==> src/rtl/uart_pkg.sv <==
// Shared UART definitions: receiver/transmitter state encoding and frame constants.
package uart_pkg;
  localparam int   DATA_BITS  = 8;
  localparam logic IDLE_LEVEL = 1'b1;

  typedef enum logic [2:0] {
    IDLE, START, DATA, PARITY, STOP, BREAK
  } state_e;
endpackage

==> src/rtl/uart_sync2.sv <==
// Two-flop synchronizer; resets to 1 so an idle serial line/button reads as released.
module uart_sync2 (
  input  logic i_clk,
  input  logic i_rst_n,
  input  logic i_d,
  output logic o_q
);
  logic meta_q, sync_q;

  always_ff @(posedge i_clk or negedge i_rst_n) begin
    if (!i_rst_n) begin
      meta_q <= 1'b1;
      sync_q <= 1'b1;
    end else begin
      meta_q <= i_d;
      sync_q <= meta_q;
    end
  end

  assign o_q = sync_q;
endmodule

==> src/rtl/uart_rx.sv <==
// 8N1 UART receiver: mid-bit sampling, one-cycle valid/framing-error strobes.
// Define UART_RX_PARITY_EN to expect an even-parity bit between the data and stop bits.
module uart_rx #(
  parameter int D         = 234,
  parameter int DATA_BITS = 8
) (
  input  logic                 i_clk,
  input  logic                 i_rst_n,
  input  logic                 i_rxd,
  output logic [DATA_BITS-1:0] o_data,
  output logic                 o_valid,
  output logic                 o_ferr,
  output logic                 o_busy
);
  import uart_pkg::*;

  localparam int CW = $clog2(D);
  localparam int BW = (DATA_BITS > 1) ? $clog2(DATA_BITS) : 1;
  localparam logic [CW-1:0] HALF = CW'((D - 1) / 2);
  localparam logic [CW-1:0] LAST = CW'(D - 1);
  localparam logic [BW-1:0] BLAST = BW'(DATA_BITS - 1);

  state_e               state_q, state_d;
  logic [CW-1:0]        cnt_q, cnt_d;
  logic [BW-1:0]        bit_q, bit_d;
  logic [DATA_BITS-1:0] shift_q, shift_d;
  logic [DATA_BITS-1:0] data_q, data_d;
  logic                 valid_q, valid_d;
  logic                 ferr_q, ferr_d;
  logic                 perr_q, perr_d;
  logic                 rxd_s;

  uart_sync2 u_sync (.i_clk(i_clk), .i_rst_n(i_rst_n), .i_d(i_rxd), .o_q(rxd_s));

  always_ff @(posedge i_clk or negedge i_rst_n) begin
    if (!i_rst_n) begin
      state_q <= IDLE;
      cnt_q   <= '0;
      bit_q   <= '0;
      shift_q <= '0;
      data_q  <= '0;
      valid_q <= 1'b0;
      ferr_q  <= 1'b0;
      perr_q  <= 1'b0;
    end else begin
      state_q <= state_d;
      cnt_q   <= cnt_d;
      bit_q   <= bit_d;
      shift_q <= shift_d;
      data_q  <= data_d;
      valid_q <= valid_d;
      ferr_q  <= ferr_d;
      perr_q  <= perr_d;
    end
  end

  always_comb begin
    state_d = state_q;
    cnt_d   = cnt_q + 1'b1;
    bit_d   = bit_q;
    shift_d = shift_q;
    data_d  = data_q;
    valid_d = 1'b0;
    ferr_d  = 1'b0;
    perr_d  = perr_q;
    case (state_q)
      IDLE: begin
        cnt_d  = '0;
        perr_d = 1'b0;
        if (rxd_s != IDLE_LEVEL) state_d = START;
      end
      START: begin
        // Half a bit in: a line back high here was only a glitch.
        if (cnt_q == HALF) begin
          cnt_d = '0;
          bit_d = '0;
          state_d = (rxd_s == IDLE_LEVEL) ? IDLE : DATA;
        end
      end
      DATA: begin
        if (cnt_q == LAST) begin
          cnt_d          = '0;
          shift_d[bit_q] = rxd_s;
          bit_d          = bit_q + 1'b1;
`ifdef UART_RX_PARITY_EN
          if (bit_q == BLAST) state_d = PARITY;
`else
          if (bit_q == BLAST) state_d = STOP;
`endif
        end
      end
`ifdef UART_RX_PARITY_EN
      PARITY: begin
        if (cnt_q == LAST) begin
          cnt_d   = '0;
          perr_d  = ^{shift_q, rxd_s};
          state_d = STOP;
        end
      end
`endif
      STOP: begin
        if (cnt_q == LAST) begin
          cnt_d = '0;
          if (rxd_s == IDLE_LEVEL) begin
            state_d = IDLE;
            if (perr_q) ferr_d = 1'b1;
            else begin
              valid_d = 1'b1;
              data_d  = shift_q;
            end
          end else begin
            // Stop bit low: hold off until the line is released.
            ferr_d  = 1'b1;
            state_d = BREAK;
          end
        end
      end
      BREAK: begin
        cnt_d = '0;
        if (rxd_s == IDLE_LEVEL) state_d = IDLE;
      end
      default: state_d = IDLE;
    endcase
  end

  assign o_data  = data_q;
  assign o_valid = valid_q;
  assign o_ferr  = ferr_q;
  assign o_busy  = (state_q != IDLE);
endmodule

==> config.mk <==
export PLATFORM = sky130hd
export DESIGN_NAME = uart_rx
export DESIGN_NICKNAME = d
export VERILOG_FILES = /design/src/rtl/uart_pkg.sv /design/src/rtl/uart_sync2.sv /design/src/rtl/uart_rx.sv
export SDC_FILE = /design/constraint.sdc
export NUM_CORES = 1
export LEC_CHECK = 0
export CORE_MARGIN = 1.5
export CORE_UTILIZATION = 57
export DETAILED_ROUTE_END_ITERATION = 16
export HOLD_SLACK_MARGIN = 0.1
export PLACE_DENSITY = 0.75
export SLEW_MARGIN = 20
export SYNTH_ARGS = -nofsm -noshare
export SYNTH_HDL_FRONTEND = slang
export SYNTH_SLANG_ARGS = --single-unit
==> constraint.sdc <==
create_clock -name i_clk -period 2.1 [get_ports i_clk]
set_clock_uncertainty 0.05 [all_clocks]
set_input_delay 0.21 -clock i_clk [delete_from_list [all_inputs] [get_ports i_clk]]
set_output_delay 0.21 -clock i_clk [all_outputs]
set_load 0.05 [all_outputs]
* After elaboration in Yosys (flattened, before gate mapping)
Index checks and enable logic that the tools add are counted.
Cells by class: magnitude comparators 2, reductions and logical operators 10, equality and inequality tests 13, add/sub/neg operators 2, multiplexer cells 24
Operator list (count):
- 3-bit two-way mux | 9
- 8-bit case mux with 3 select lines | 1
- 8-bit two-way mux | 2
- 3-bit case mux with 5 select lines | 1
- 2-bit != test, second input constant | 5
- 3-bit == test, second input constant | 3
- 8-bit by 1-bit adder with 8-bit output, second input constant | 1
- 8-bit bitwise mux | 1
- 8-bit by 7-bit == test with 1-bit output, second input constant | 1
- 8-bit == test, second input constant | 1
- 1-bit two-way mux | 7
- 3-bit case mux with 2 select lines | 1
- 3-bit AND reduction | 2
- 6-bit AND reduction | 1
- 3-bit by 4-bit less-than comparator with 1-bit output, second input constant | 1
- 2-bit OR reduction | 2
- 3-bit by 1-bit adder with 3-bit output, second input constant | 1
- 1-bit demux with 3-bit select | 1
- 3-bit by 1-bit == test with 1-bit output, second input constant | 1
- 3-bit by 2-bit == test with 1-bit output, second input constant | 1
- 3-bit by 1-bit >= comparator with 1-bit output, second input constant | 1
- 3-bit zero test | 1
- 3-bit nonzero test | 1
- 2-bit two-way mux | 1
- 4 further kinds | 4
Storage, ports and cells: input port bits 3, register bits after elaboration 34

* Longest topological paths before layout
depth after elaboration 5, gate-level depth with buffers 7

* Modules after synthesis
From an unflattened synthesis, not the netlist that was laid out.
Second synthesis, totals: cells, all modules 128, area, all modules 1570.3 µm²
By module, submodules not included:
- uart_rx | cells an instance 126, area an instance 1517.7 µm², times used 1
- uart_sync2 | cells an instance 2, area an instance 52.6 µm², times used 1

* Worst setup path after synthesis
No wires, ideal clock.
kind register to register, start register cnt_q[1], end register data_q[0] (netlist: o_data[0]), period minus slack after synthesis 1.611 ns, arrival 1.436 ns, slack 0.489 ns, required time 1.925 ns, stages on the path, launching flop included 7, path through dfrtp_1 inv_1 ha_1 and4b_1 and4_1 buf_6 mux2_4
On the way: cells in the longest elaborated chain, start to end 2
RTL lines:
- start, declared | line uart_rx.sv:24 | logic [CW-1:0] cnt_q, cnt_d;
- start signal, assigned | line uart_rx.sv:47 | cnt_q <= cnt_d;
- 8-bit == test | line uart_rx.sv:102 | if (cnt_q == LAST) begin
- 3-bit AND reduction (no line)
- end signal, assigned | line uart_rx.sv:50 | data_q <= data_d;
- end, declared | line uart_rx.sv:27 | logic [DATA_BITS-1:0] data_q, data_d;
No other way between the ends. A chain may end at the register's enable or synchronous reset.

* Worst setup path after layout
start register state_q[0], end output o_busy
On the way: cells in the longest elaborated chain, start to end 1
RTL lines:
- start, declared | line uart_rx.sv:23 | state_e state_q, state_d;
- start signal, assigned | line uart_rx.sv:46 | state_q <= state_d;
- 3-bit nonzero test | line uart_rx.sv:129 | assign o_busy = (state_q != IDLE);
- end, declared | line uart_rx.sv:13 | output logic o_busy
No other way between the ends.

==> impl_results.md <==
- Status: completed
- Largest net degree at the start of global routing: 35
- Hold_buf cts: 0
- Reg-to-reg startpoint: cnt_q[1]$_DFF_PN0_
- I/O Pins: 14
- Residual DRC count: 0
- Tcrit/Tclk final: 0.897
- Worst Hold Class: input port to asynchronous set/reset pin
- Worst R2R Path Depth: 6
- CTS tree: done
- Final nets: ~170
- Synth top area share: 0.443
- Syn Area/Cell: 12.1 um2
- Non-filler cells, final: 211
- Chip width: 59.3 um
- Die outline height: just under 60 um
- Clock transition at the registers of the reported paths: roughly 110 ps
- Initial antenna violation count: 0
- P_int: 0.825 mW
- CTS Buf Count: 5
- Slew HR: 0.607
- P&R area growth vs syn: 11.6%
- WL/cell: between 15 and 20 um
- Yosys warnings: 0
- Hpwl dp: 2.17 mm
- Post-synth EDFFs: 0
- PnR worst setup slack: approximately 220 ps
- Max Clock Freq: ~530 MHz
- CP Class: register to output pin
- FF-to-FF setup slack: about 330 ps
- Clock Tree Buf Depth: 2
- Clock sinks: 34
- CTS HTree Levels: 2
- Register area share after synthesis: 0.472
- Clock share of power: 0.358
- Dpl cells: 203
- CORE AREA: around 0.0030 mm2
- Global Route Usage Sum: 0.207
- # port buffers: 13
- Cells after Synth: between 100 and 150
- Die ar.: between 0.003 and 0.004 mm2
- Fillers: 241
- Layout cells sized above 1: 0.234
- Drt total wl: about 3.2 mm
- Hold Violations, Final: 0
- GPL Wtd Cong: between 0.8 and 0.9
- NetSw: 0.235 mW
- Worst-Margin Slew: ~590 ps
- Setup Viol. Count Final: 0
- Setup WS pre-CTS: just over 300 ps
- Comb power frac: 0.017
- Area leader, netlist: dfrtp_1
- CP Data Arrival Time: 1620 ps
- Synthesized area: approximately 0.0018 mm2
- Static leakage: about 0.9 nW
- DP Area: approximately 0.0020 mm2
- Flops & latches, synth: 34
- Final Max Tran Viols: 0
- Critical Path RT: roughly 1800 ps
- Unrepaired setup endpoints after global routing: no
- Setup TNS: 0 ps
- Synth cell types: just under 50
- Startpoint Class: register
- Peak VDD IR: 372 uV
- Syn nets: approximately 160
- DRT Pass-1 Iters: 4
- Top-count cell post-synth: dfrtp_1
- Worst-path fanout max: 9
- Sequential group share of total power: 0.624
- Worst R2R End: cnt_q[6]$_DFF_PN0_
- Top FF cell, synth: dfrtp_1
- Max_cap viols: 0
- Vias in the first global route: 1,200
- Synth area leaders: dfrtp_1 44%, mux2_4 6.6%, nand4_1 4.2%
- Clk_lat worst skew: between 300 and 400 ps
- DR vias/cell: around 5.9
- Sw frac: 0.221
- Power density over the cells: between 500 and 600 mW/mm2
- Synth top cells by count: 32 x dfrtp_1, 12 x nand4_1, 8 x mux2_4
- Starting Density: 0.597
- Ys async rst share: 1.00
- Clk root buf: clkbuf_4
- First-pass GRT wire length: roughly 5.4 mm
- Post-route ant nets: 0
- Crit end category: output pin
- Cell Rows: 20
- Grt total ovfl: 0
- Via count: between 1,000 and 1,500
- DRT iter0 DRCs: just under 60
- Diode count: 0
- Min Tclk post-route: between 1500 and 2000 ps
- Post-route cell area: just over 0.002 mm2
[worst max path at each step]
| stage | to | depth (start not counted) | startpoint |
|---|---|---|---|
| 2_1_floorplan | o_data[0]$_DFFE_PN0P_ | 6 | cnt_q[1]$_DFF_PN0_ |
| 3_3_place_gp | o_busy | 2 | state_q[0]$_DFFE_PN0P_ |
| 3_5_place_dp | o_busy | 2 | state_q[0]$_DFFE_PN0P_ |
| 4_1_cts | o_busy | 2 | state_q[0]$_DFFE_PN0P_ |
| 5_1_grt | o_busy | 2 | state_q[1]$_DFFE_PN0P_ |
| 6_report | o_busy | 2 | state_q[0]$_DFFE_PN0P_ |
[critical path, cell delays in order, from the launching register on]
cell	delay (ps)
dfrtp_1	490
or3_1	370
dlygate4sd2_1	430
[sequential cells by signal, summed over array words and instances, names as in the netlist]
name           cells
cnt_q              8
o_data             8
shift_q            8
bit_q              3
state_q            3
o_ferr             1
o_valid            1
u_sync.meta_q      1
u_sync.o_q         1
[placed cells by master, fill, tap and decap left out, types with 4 or more instances in the layout]
cell             instances
and3b_1                  4
clkdlybuf4s50_1         12
nor3b_1                  4
a21oi_1                  4
nand3_1                  4
nand4_1                 12
nand2_1                  5
mux2_2                   6
mux2_4                   8
buf_4                    8
dfrtp_1                 32
clkbuf_4                 5
ha_1                     5
inv_1                    4
[routing by layer]
metal,global-route usage,vias up,part of all wire
li1,-,586,-
met1,0.247,605,0.44
met2,0.342,43,0.49
met3,0.0721,9,0.053
met4,0.0812,0,0.022
met5,0,-,0
[cell families (layout without fill, tap and decap cells)]
| kind of cell | after synthesis | in the layout | share of synthesized area |
|---|---|---|---|
| buffers and inverters | 15 | 33 | 0.0602 |
| xor gates and xnor gates | 3 | 3 | 0.0145 |
| DFF | 34 | 34 | 0.472 |
| muxes | 17 | 17 | 0.123 |
| AOI/OAI and AO/OA | 24 | 24 | 0.105 |
| and+or+nand+nor | 51 | 51 | 0.191 |
| adders and majority gates | 5 | 5 | 0.0346 |
[metrics by stage]
stage	util	hold WS (ps)	power (mW)
floorplan	-	-136	0.674
global placement	0.647	297	0.693
detailed placement	0.647	302	0.694
CTS	0.666	209	1.07
global route	0.666	205	1.10
finish	0.666	211	1.06
[what timing repair did]
item | CTS | global route
gates resized for setup | 1 | 0
endpoints found under the setup margin | 1 | 0
buffers inserted | 0 | 0
[power groups by stage]
| stage | sequential [mW] | combinational (mW) | clock [mW] |
|---|---|---|---|
| floorplan | 0.671 | 0.00313 | 0 |
| global placement | 0.674 | 0.0189 | 0 |
| detailed placement | 0.674 | 0.0196 | 0 |
| CTS | 0.662 | 0.0196 | 0.387 |
| global route | 0.662 | 0.0218 | 0.420 |
| finish | 0.662 | 0.0184 | 0.380 |
[area by class of cell]
type,instances,area (um2),area share
clock buffers,7,55.1,0.0273
clock inverters,1,5.00,0.00248
inverters,4,15.0,0.00744
multi-input cells,100,845,0.419
flip-flops and latches,34,853,0.423
well taps,44,55.1,0.0273
repair buffers,21,189,0.0937
Power figures use the tool's default switching activity.
